### src/rtl/seq_mag_comparator.sv
// Sequential magnitude comparator: scans two operands MSB-first,
// DIGIT bits per clock, reporting eq/lt/gt with a start/done handshake.
module seq_mag_comparator #(
  parameter int WIDTH      = 8,
  parameter int DIGIT      = 2,
  parameter int EARLY_EXIT = 1
) (
  input  logic             clk,
  input  logic             rst_n,
  input  logic             start,
  input  logic             signed_mode,
  input  logic [WIDTH-1:0] A,
  input  logic [WIDTH-1:0] B,
  output logic             busy,
  output logic             done,
  output logic             AeqB,
  output logic             AltB,
  output logic             AgtB
);

  localparam int D  = WIDTH / DIGIT;
  localparam int CW = (D > 1) ? $clog2(D) : 1;

  localparam logic [1:0] IDLE    = 2'd0;
  localparam logic [1:0] COMPARE = 2'd1;
  localparam logic [1:0] DONE    = 2'd2;

  logic [1:0]       state;
  logic [WIDTH-1:0] opA;
  logic [WIDTH-1:0] opB;
  logic [WIDTH-1:0] msbMask;
  logic [CW-1:0]    digitCnt;
  logic             ltHeld;
  logic             gtHeld;

  logic [DIGIT-1:0] digA;
  logic [DIGIT-1:0] digB;
  logic             undecided;
  logic             newLt;
  logic             newGt;
  logic             decided;
  logic             finish;

  // Flipping the MSB maps two's complement onto offset binary,
  // so the unsigned scan below orders signed values correctly.
  always_comb begin
    msbMask            = '0;
    msbMask[WIDTH-1]   = signed_mode;
  end

  assign digA      = opA[WIDTH-1 -: DIGIT];
  assign digB      = opB[WIDTH-1 -: DIGIT];
  assign undecided = !(ltHeld || gtHeld);
  assign newLt     = ltHeld || (undecided && (digA < digB));
  assign newGt     = gtHeld || (undecided && (digA > digB));
  assign decided   = newLt || newGt;
  assign finish    = ((EARLY_EXIT != 0) && decided)
                  || (digitCnt == '0);

  assign busy = (state != IDLE);
  assign done = (state == DONE);

  // Control FSM, operand shifters and sticky first-difference decision.
  always_ff @(posedge clk or negedge rst_n) begin
    if (!rst_n) begin
      state    <= IDLE;
      opA      <= '0;
      opB      <= '0;
      digitCnt <= '0;
      ltHeld   <= 1'b0;
      gtHeld   <= 1'b0;
      AeqB     <= 1'b0;
      AltB     <= 1'b0;
      AgtB     <= 1'b0;
    end else begin
      unique case (state)
        IDLE: begin
          if (start) begin
            opA      <= A ^ msbMask;
            opB      <= B ^ msbMask;
            digitCnt <= CW'(D - 1);
            ltHeld   <= 1'b0;
            gtHeld   <= 1'b0;
            AeqB     <= 1'b0;
            AltB     <= 1'b0;
            AgtB     <= 1'b0;
            state    <= COMPARE;
          end
        end
        COMPARE: begin
          opA      <= opA << DIGIT;
          opB      <= opB << DIGIT;
          digitCnt <= digitCnt - 1'b1;
          ltHeld   <= newLt;
          gtHeld   <= newGt;
          if (finish) begin
            AeqB  <= !decided;
            AltB  <= newLt;
            AgtB  <= newGt;
            state <= DONE;
          end
        end
        DONE: begin
          state <= IDLE;
        end
        default: begin
          state <= IDLE;
        end
      endcase
    end
  end

endmodule

### config.mk
export PLATFORM = sky130hd
export DESIGN_NAME = seq_mag_comparator
export DESIGN_NICKNAME = d
export VERILOG_FILES = /design/src/rtl/seq_mag_comparator.sv
export SDC_FILE = /design/constraint.sdc
export NUM_CORES = 1
export LEC_CHECK = 0
export ABC_CLOCK_PERIOD_IN_PS = 1900
export BUFFER_PORTS_ARGS = -buffer_cell sky130_fd_sc_hd__clkbuf_2
export CORE_ASPECT_RATIO = 1.2
export CORE_MARGIN = 5
export CORE_UTILIZATION = 54
export CTS_BUF_LIST = sky130_fd_sc_hd__clkbuf_16
export CTS_CLUSTER_DIAMETER = 30
export DETAILED_ROUTE_END_ITERATION = 8
export PLACE_DENSITY = 0.78
export SYNTH_ARGS = -nofsm -noshare
export SYNTH_HDL_FRONTEND = slang
export SYNTH_SLANG_ARGS = --single-unit
### constraint.sdc
create_clock -name clk -period 1.9 [get_ports clk]
set_input_delay 0.38 -clock clk [delete_from_list [all_inputs] [get_ports clk]]
set_output_delay 0.38 -clock clk [all_outputs]
set_load 0.02 [all_outputs]
==> results of run 1 <==
==> per-stage QoR <==
stage	cell area, µm²	hold slack [ns]	setup slack (ns)	std cells	util
after floorplan	1350	0.0844	0.519	136	-
after global placement	1480	0.424	0.382	189	0.597
after detailed placement	1480	0.428	0.348	189	0.597
after CTS	1560	0.151	0.267	193	0.629
after global routing	1560	0.187	0.177	193	0.629
final	1560	0.133	0.267	193	0.629
==> logic make-up after synthesis <==
logic type,Yosys count
adder cells (fa/ha/maj),3
XOR/XNOR,2
buffers and inverters,19
AO/OA/AOI/OAI,57
AND/OR/NAND/NOR,30
flip-flops,25
==> registers in the layout (all words and copies together) (netlist names) <==
name	cells
digitCnt	2
opA	8
gtHeld	1
opB	8
state	2
AltB	1
ltHeld	1
AgtB	1
AeqB	1
==> synthesized netlist by cell type (all sizes together) (2+ instances only) <==
| cell | instances |
|---|---|
| nor2b | 10 |
| inv | 11 |
| o22ai | 4 |
| a22oi | 12 |
| o21ai | 15 |
| nand2 | 7 |
| buf | 7 |
| ha | 3 |
| and2b | 4 |
| nand2b | 3 |
| nor2 | 3 |
| a21oi | 16 |
| a31oi | 2 |
| dfrtp | 25 |
==> worst max-delay path by stage <==
stage	depth (start not counted)	from	endpoint
3_3_place_gp	4	start	opA[7]
3_5_place_dp	4	start	opA[7]
4_1_cts	3	state[1]	done
2_1_floorplan	3	state[0]	done
6_report	3	state[0]	busy
5_1_grt	3	state[1]	done
==> power breakdown <==
| group | total, µW | internal (µW) | switching [µW] |
|---|---|---|---|
| clock network | 456 | 281 | 175 |
| logic | 1060 | 468 | 592 |
| registers | 976 | 765 | 211 |
==> layout by cell type, fill, tap and decap left out <==
cell type | synthesis | final
clkbuf_16 | 0 | 3
dfrtp_1 | 25 | 25
a221o_1 | 1 | 1
or2b_1 | 1 | 1
a32o_1 | 1 | 1
and2b_1 | 4 | 4
and4bb_2 | 1 | 1
a21o_1 | 1 | 1
nand4_1 | 1 | 1
o2bb2ai_1 | 1 | 1
o22ai_1 | 4 | 4
o21ai_1 | 8 | 8
inv_1 | 11 | 12
xor2_1 | 1 | 1
nor2b_1 | 9 | 9
a2bb2oi_1 | 1 | 1
nand2b_1 | 3 | 3
a22oi_1 | 12 | 12
ha_1 | 3 | 3
a32oi_1 | 1 | 1
xnor2_1 | 1 | 1
a21oi_2 | 8 | 8
nor2_1 | 3 | 3
clkbuf_2 | 0 | 24
nand2_1 | 7 | 7
a31oi_1 | 2 | 2
buf_4 | 0 | 4
a41oi_1 | 1 | 1
o21bai_1 | 1 | 1
a21oi_1 | 8 | 8
o21ai_0 | 7 | 7
nor2b_4 | 1 | 1
==> cell type report <==
class	instances	area, µm²	area share
flip-flops and latches	25	626	0.402
inverters	11	41.3	0.0265
clock inverters	1	3.75	0.00241
multi-input cells	92	621	0.398
clock buffers	3	75.1	0.0482
well taps	33	41.3	0.0265
repair buffers	28	150	0.0964
==> layer usage <==
metal  global-route usage  up-vias  share of wire
li1                     -      530              -
met1                0.228      561           0.43
met2                0.312       34           0.50
met3               0.0299        5          0.060
met4               0.0760        0          0.016
met5                    0        -              0
==> run summary, run 1 <==
status = complete, no violations
drt wl/cell = 15.3 µm
buffer and inverter count on the worst path = 2
R2R cell count = 4
GRT overflow = 0
Yosys cell types = 33
Post-synth EDFFs = 0
maximum VDD drop = 0.000936 V
ys flop type = dfrtp_1
CTS clk-pin slew, worst paths = 0.06 ns
hpwl dp = 2100 µm
Synthesized Nets = 159
layout cells sized above 1 = 0.256
xor/xnor share of the synthesized area = 0.0129
overall power = 2490 µW
slowest CP cell = dfrtp_1
Synth Area per Inst = 9.95 µm²
crit path DAT = 1.25 ns
synth-to-layout area growth = 15.1%
DR DRC count = 0
I/O Buffers = 24
max incr delay on CP = 0.54 ns
area leader, netlist = dfrtp_1
H-Tree Depth = 1
Max Slew Vio Count = 0
Seq/Total Area, Yosys = 0.462
crit end category = output port
Final TNS setup = 0 ns
final antenna diode count = 0
Async SR Flop Fraction = 1.00
Routed WL = 2950 µm
drt first pass iters = 4
total CTS buffers = 3
hold buffer count at cts = 0
Final ANT Viol Nets = 0
critical path startpoint category = flop
Post-Synth Adder-Cell Area = 0.0277
detailed-route vias per instance = 5.85
Layout fillers = 205
Hold Violations, Final = 0
die footprint = 3610 µm²
Tmin final = 1.63 ns
PostCTS Resize Cnt = 0
IO Count = 25
FMAX = 613 MHz
NumNets Final = 184
largest net degree at the start of global routing = 26
GRT Total Usage = 0.183
Worst Tran Pin Value = 0.632 ns
CP max FO = 13
Synth area leaders = dfrtp_1 46%, a22oi_1 6.7%, a21oi_2 5.2%
Synth Register Bits = 25
Netlist Area Pre-Place = 1350 µm²
CP top delay family = flip-flops
Synth top area share = 0.462
Mapped Cells = 136
Worst Setup Path Type = reg -> out
initial drt markers = 36
CTS tree = done
CP Cell Sequence = inv_1 -> nand2_1 -> clkbuf_2
worst endpoint required time = 1.52 ns
max cap viols = 0
core area = 2480 µm²
Synth Area in Compound Gates = 0.283
RR Startpoint = opA[7]
Hold WC Path Type = in -> async
Layout Skew = 0.00281 ns
clock tree buffer depth = 2
normalized max-slew margin = 0.579
clk root buf = clkbuf_16
Yosys warnings = 0
antenna violations before repair = 0
Row Count = 20
crit share post-route = 0.859
worst skew pair latency = 0.26 ns
Die Ht = 64.9 µm
post-synthesis mux area share = 0
RePlAce Congestion = 0.842
pwr/cell area = 1600 nW/µm²
first-pass GRT wire length = 5230 µm
via count = 1,130
Critical R2R Capture = AgtB
Synth Area in Simple Gates = 0.135
vias in the first global route = 1,142
Clock Sinks = 25
starting density of the core = 0.546
largest family of logic cells by synthesized area = compound AO/OA/AOI/OAI gates
chip width = 55.7 µm
Final Setup Violations = 0
Leakage = 0.000729 µW
RSZ-0062 raised after global routing = false
setup repair bufs after CTS = 0
R2R setup slack = 0.40 ns
(Power assumes the default switching activity.)
==> run 2, diff against run 1 <==
PLACE_DENSITY = 0.83   (was 0.78)
==> run 2 against run 1 <==
  * Cell count unchanged
  * Critical path type unchanged
  * Critical path depth unchanged
  * Register-to-register slack got worse by 0.04 ns
  * Sequential share of layout area unchanged
  * Worst hold slack got worse by 0.0042 ns
  * Routed wire length increased by 4.9%
  * Global-route usage increased by 0.90 points
==> run summary, run 2 (synthesis results as in run 1) <==
Clock Sinks = 25
crit end category = output port
buffer and inverter count on the worst path = 2
DR DRC count = 0
total CTS buffers = 3
layout cells sized above 1 = 0.256
NumNets Final = 184
chip width = 55.7 µm
CP top delay family = flip-flops
antenna violations before repair = 0
max cap viols = 0
commonest cells after routing, fill and taps aside = 25 x dfrtp_1, 24 x clkbuf_2, 12 x inv_1, 12 x a22oi_1, 9 x nor2b_1
clock tree buffer depth = 2
Stages on worst setup path = 3
crit path DAT = 1.39 ns
Layout fillers = 203
initial drt markers = 51
Reg area = 626 µm²
largest net degree at the start of global routing = 26
Layout Cells excl Fill = 193
PostCTS Resize Cnt = 0
drt first pass iters = 4
CP startpoint = state[1]
RR Startpoint = opA[6]
max incr delay on CP = 0.59 ns
Die Ht = 64.9 µm
starting density of the core = 0.546
maximum VDD drop = 0.000872 V
Row Count = 20
critical path startpoint category = flop
CP Cell Sequence = inv_1 -> nor2_1 -> clkbuf_2
Worst Tran Pin Value = 0.630 ns
area occupied by multi-input gates = 621 µm²
Max Slew Vio Count = 0
core area = 2480 µm²
pre-CTS setup slack = 0.249 ns
hold buffer count at cts = 0
hpwl dp = 2220 µm
slowest CP cell = dfrtp_1
largest registers = opA: 8 flops, opB: 8 flops
first-pass GRT wire length = 5370 µm
synth-to-layout area growth = 15.1%
Leakage = 0.000729 µW
CTS tree = done
Layout Skew = 0.00173 ns
R2R cell count = 5
overall power = 2510 µW
status = complete, no violations
CP max FO = 12
Worst Setup Slack, final = 0.127 ns
normalized max-slew margin = 0.580
GRT overflow = 0
pwr/cell area = 1610 nW/µm²
RSZ-0062 raised after global routing = false
Final Setup Violations = 0
RePlAce Congestion = 0.863
FMAX = 564 MHz
detailed-route vias per instance = 5.69
Fin Hold WS = 0.129 ns
Final TNS setup = 0 ns
Final ANT Viol Nets = 0
worst endpoint required time = 1.52 ns
crit share post-route = 0.933
vias in the first global route = 1,167
most common cell after layout, fill and taps aside = dfrtp_1
GRT Total Usage = 0.192
worst skew pair latency = 0.26 ns
final antenna diode count = 0
Hold WC Path Type = in -> async
I/O Buffers = 24
via count = 1,099
die footprint = 3610 µm²
CTS clk-pin slew, worst paths = 0.06 ns
Hold Violations, Final = 0
setup repair bufs after CTS = 0
clk root buf = clkbuf_16
Routed WL = 3090 µm
Worst Setup Path Type = reg -> out
IO Count = 25
# placed instances = 189
Tmin final = 1.77 ns
drt wl/cell = 16.0 µm
H-Tree Depth = 1
## run 2: cell counts in the layout (fill, tap and decap cells not counted)
No cell type changed its count.
## run 2: cell type report
cell class | instances | share of cell area
multi-input cells | 92 | 0.398
repair buffers | 28 | 0.0964
clock inverters | 1 | 0.00241
well taps | 33 | 0.0265
clock buffers | 3 | 0.0482
flip-flops and latches | 25 | 0.402
inverters | 11 | 0.0265
## run 2: power by group
| part | internal [µW] | switching, µW |
|---|---|---|
| combinational | 469 | 590 |
| clock | 282 | 181 |
| sequential | 765 | 225 |
## run 2: path summary, 6_finish.rpt
path	slack, ns	to
max	0.13	done
min	0.13	opA[0]
max reg2reg	0.36	AgtB
min reg2reg	0.51	digitCnt[0]
max in group asynchronous	1.37	opB[1]
min in group clk	0.39	opB[0]
## run 2: worst register-to-register path: stages (launching register included)
cell	delay, ns
dfrtp_1	0.36
inv_1	0.06
ha_1	0.32
and4bb_2	0.28
a41oi_1	0.25
o21ai_0	0.14
## run 2: metrics by stage
step / area (µm²) / utilization
finish: 1560 / 0.629
global route: 1560 / 0.629
CTS: 1560 / 0.629
detailed placement: 1480 / 0.597
floorplan: 1350 / -
global placement: 1480 / 0.597
## run 2: routing by layer
metal  vias to the layer above  GRT usage  wire (µm)
li1                        531          -          -
met1                       544      0.230       1370
met2                        19      0.320       1550
met3                         5     0.0378        109
met4                         0      0.109         60
met5                         -          0          0
==> run 3, diff against run 2 <==
ABC_CLOCK_PERIOD_IN_PS = 1850   (was 1900)
clock period = 1.85 ns   (was 1.9 ns; I/O delays follow)
==> run 3 against run 2 <==
  * Worst setup slack gained 0.073 ns
  * Highest routed layer unchanged
  * Die area is the same
  * Non-clock buffer count is the same
  * Critical endpoint is now busy
  * Routed wire length shrank 5.4%
  * Utilization is the same
==> run summary, run 3 (synthesis results as in run 1) <==
met1 WL = 1290 µm
total CTS buffers = 3
final antenna diode count = 0
hpwl dp = 2100 µm
vias in the first global route = 1,239
metal2 WL = 1510 µm
top sig layer = met4
worst skew pair latency = 0.25 ns
Tmin final = 1.65 ns
CP max FO = 13
status = complete, no violations
metal3 WL = 90 µm
via count = 1,097
core area = 2480 µm²
Sw Share = 0.389
GRT overflow = 0
crit end category = output port
Routed WL = 2930 µm
H-Tree Depth = 1
Hold WC Path Type = in -> async
Final ANT Viol Nets = 0
die footprint = 3610 µm²
clock power share = 0.183
initial drt markers = 24
commonest cells after routing, fill and taps aside = 25 x dfrtp_1, 24 x clkbuf_2, 12 x inv_1, 12 x a22oi_1, 9 x nor2b_1
layout cells sized above 1 = 0.256
largest net degree at the start of global routing = 26
max incr delay on CP = 0.57 ns
CP Cell Sequence = inv_1 -> nand2_1 -> clkbuf_2
RePlAce Congestion = 0.852
starting density of the core = 0.546
NumNets Final = 184
hold buffer count at cts = 0
antenna violations before repair = 0
# placed instances = 189
Layout Skew = 0.00141 ns
worst endpoint required time = 1.48 ns
CP top delay family = flip-flops
drt first pass iters = 4
Logic pwr share = 0.428
maximum VDD drop = 0.00106 V
Row Count = 20
CTS tree = done
detailed-route vias per instance = 5.68
largest registers = opA: 8 flops, opB: 8 flops
Hold Violations, Final = 0
Worst Tran Pin Value = 0.618 ns
Layout Cells excl Fill = 193
max cap viols = 0
P_int = 1550 µW
clk root buf = clkbuf_16
clock tree buffer depth = 2
Clock Sinks = 25
power share of the sequential group = 0.390
normalized max-slew margin = 0.588
Final TNS setup = 0 ns
crit path DAT = 1.28 ns
slowest CP cell = dfrtp_1
critical path startpoint category = flop
first-pass GRT wire length = 5150 µm
DR DRC count = 0
overall power = 2540 µW
Die Ht = 64.9 µm
Worst Setup Path Type = reg -> out
Final Setup Violations = 0
NetSw = 991 µW
setup repair bufs after CTS = 0
Leakage = 0.000729 µW
Max Slew Vio Count = 0
buffer and inverter count on the worst path = 2
PostCTS Resize Cnt = 0
IO Count = 25
chip width = 55.7 µm
RSZ-0062 raised after global routing = false
most common cell after layout, fill and taps aside = dfrtp_1
crit share post-route = 0.892
drt wl/cell = 15.2 µm
I/O Buffers = 24
synth-to-layout area growth = 15.1%
pwr/cell area = 1630 nW/µm²
CTS clk-pin slew, worst paths = 0.06 ns
FMAX = 606 MHz
GRT Total Usage = 0.177
==> run 3: path summary, 6_finish.rpt <==
| kind | slack, ns | cells after the start | startpoint | to |
|---|---|---|---|---|
| worst max-delay path | 0.20 | 3 | state[0] | busy |
| worst min-delay path | 0.12 | 1 | rst_n | opA[0] |
| worst max register to register | 0.35 | 5 | opA[6] | AgtB |
| worst min register to register | 0.50 | 1 | digitCnt[0] | digitCnt[0] |
| max in group asynchronous | 1.33 | 1 | rst_n | opB[7] |
| min in group clk | 0.38 | 2 | B[1] | opB[1] |
==> run 3: power by group through the flow <==
stage                     clock, µW  sequential, µW  combinational (µW)
after floorplan                   0             929                 870
after global placement            0             982                1030
after detailed placement          0             993                1080
after CTS                       470             986                1100
after global routing            505            1020                1220
final                           465             991                1090
==> run 3: layer usage <==
metal,vias to the layer above,GRT usage
li1,529,-
met1,546,0.204
met2,18,0.317
met3,4,0.0359
met4,0,0.0729
met5,-,0
==> run 3: cell type report <==
| cell class | count | area [µm²] |
|---|---|---|
| inverter | 11 | 41.3 |
| fill | 206 | 920 |
| sequential | 25 | 626 |
| timing repair buffer | 28 | 150 |
| clock buffer | 3 | 75.1 |
| clock inverter | 1 | 3.75 |
| tap | 33 | 41.3 |
| multi-input combinational | 92 | 621 |
==> run 3: per-stage QoR <==
step	hold WS [ns]	worst slack (ns)	utilization	area, µm²
final	0.117	0.200	0.629	1560
after detailed placement	0.416	0.293	0.597	1480
after global routing	0.180	0.112	0.629	1560
after CTS	0.147	0.234	0.629	1560
after global placement	0.407	0.342	0.597	1480
after floorplan	0.0744	0.479	-	1350
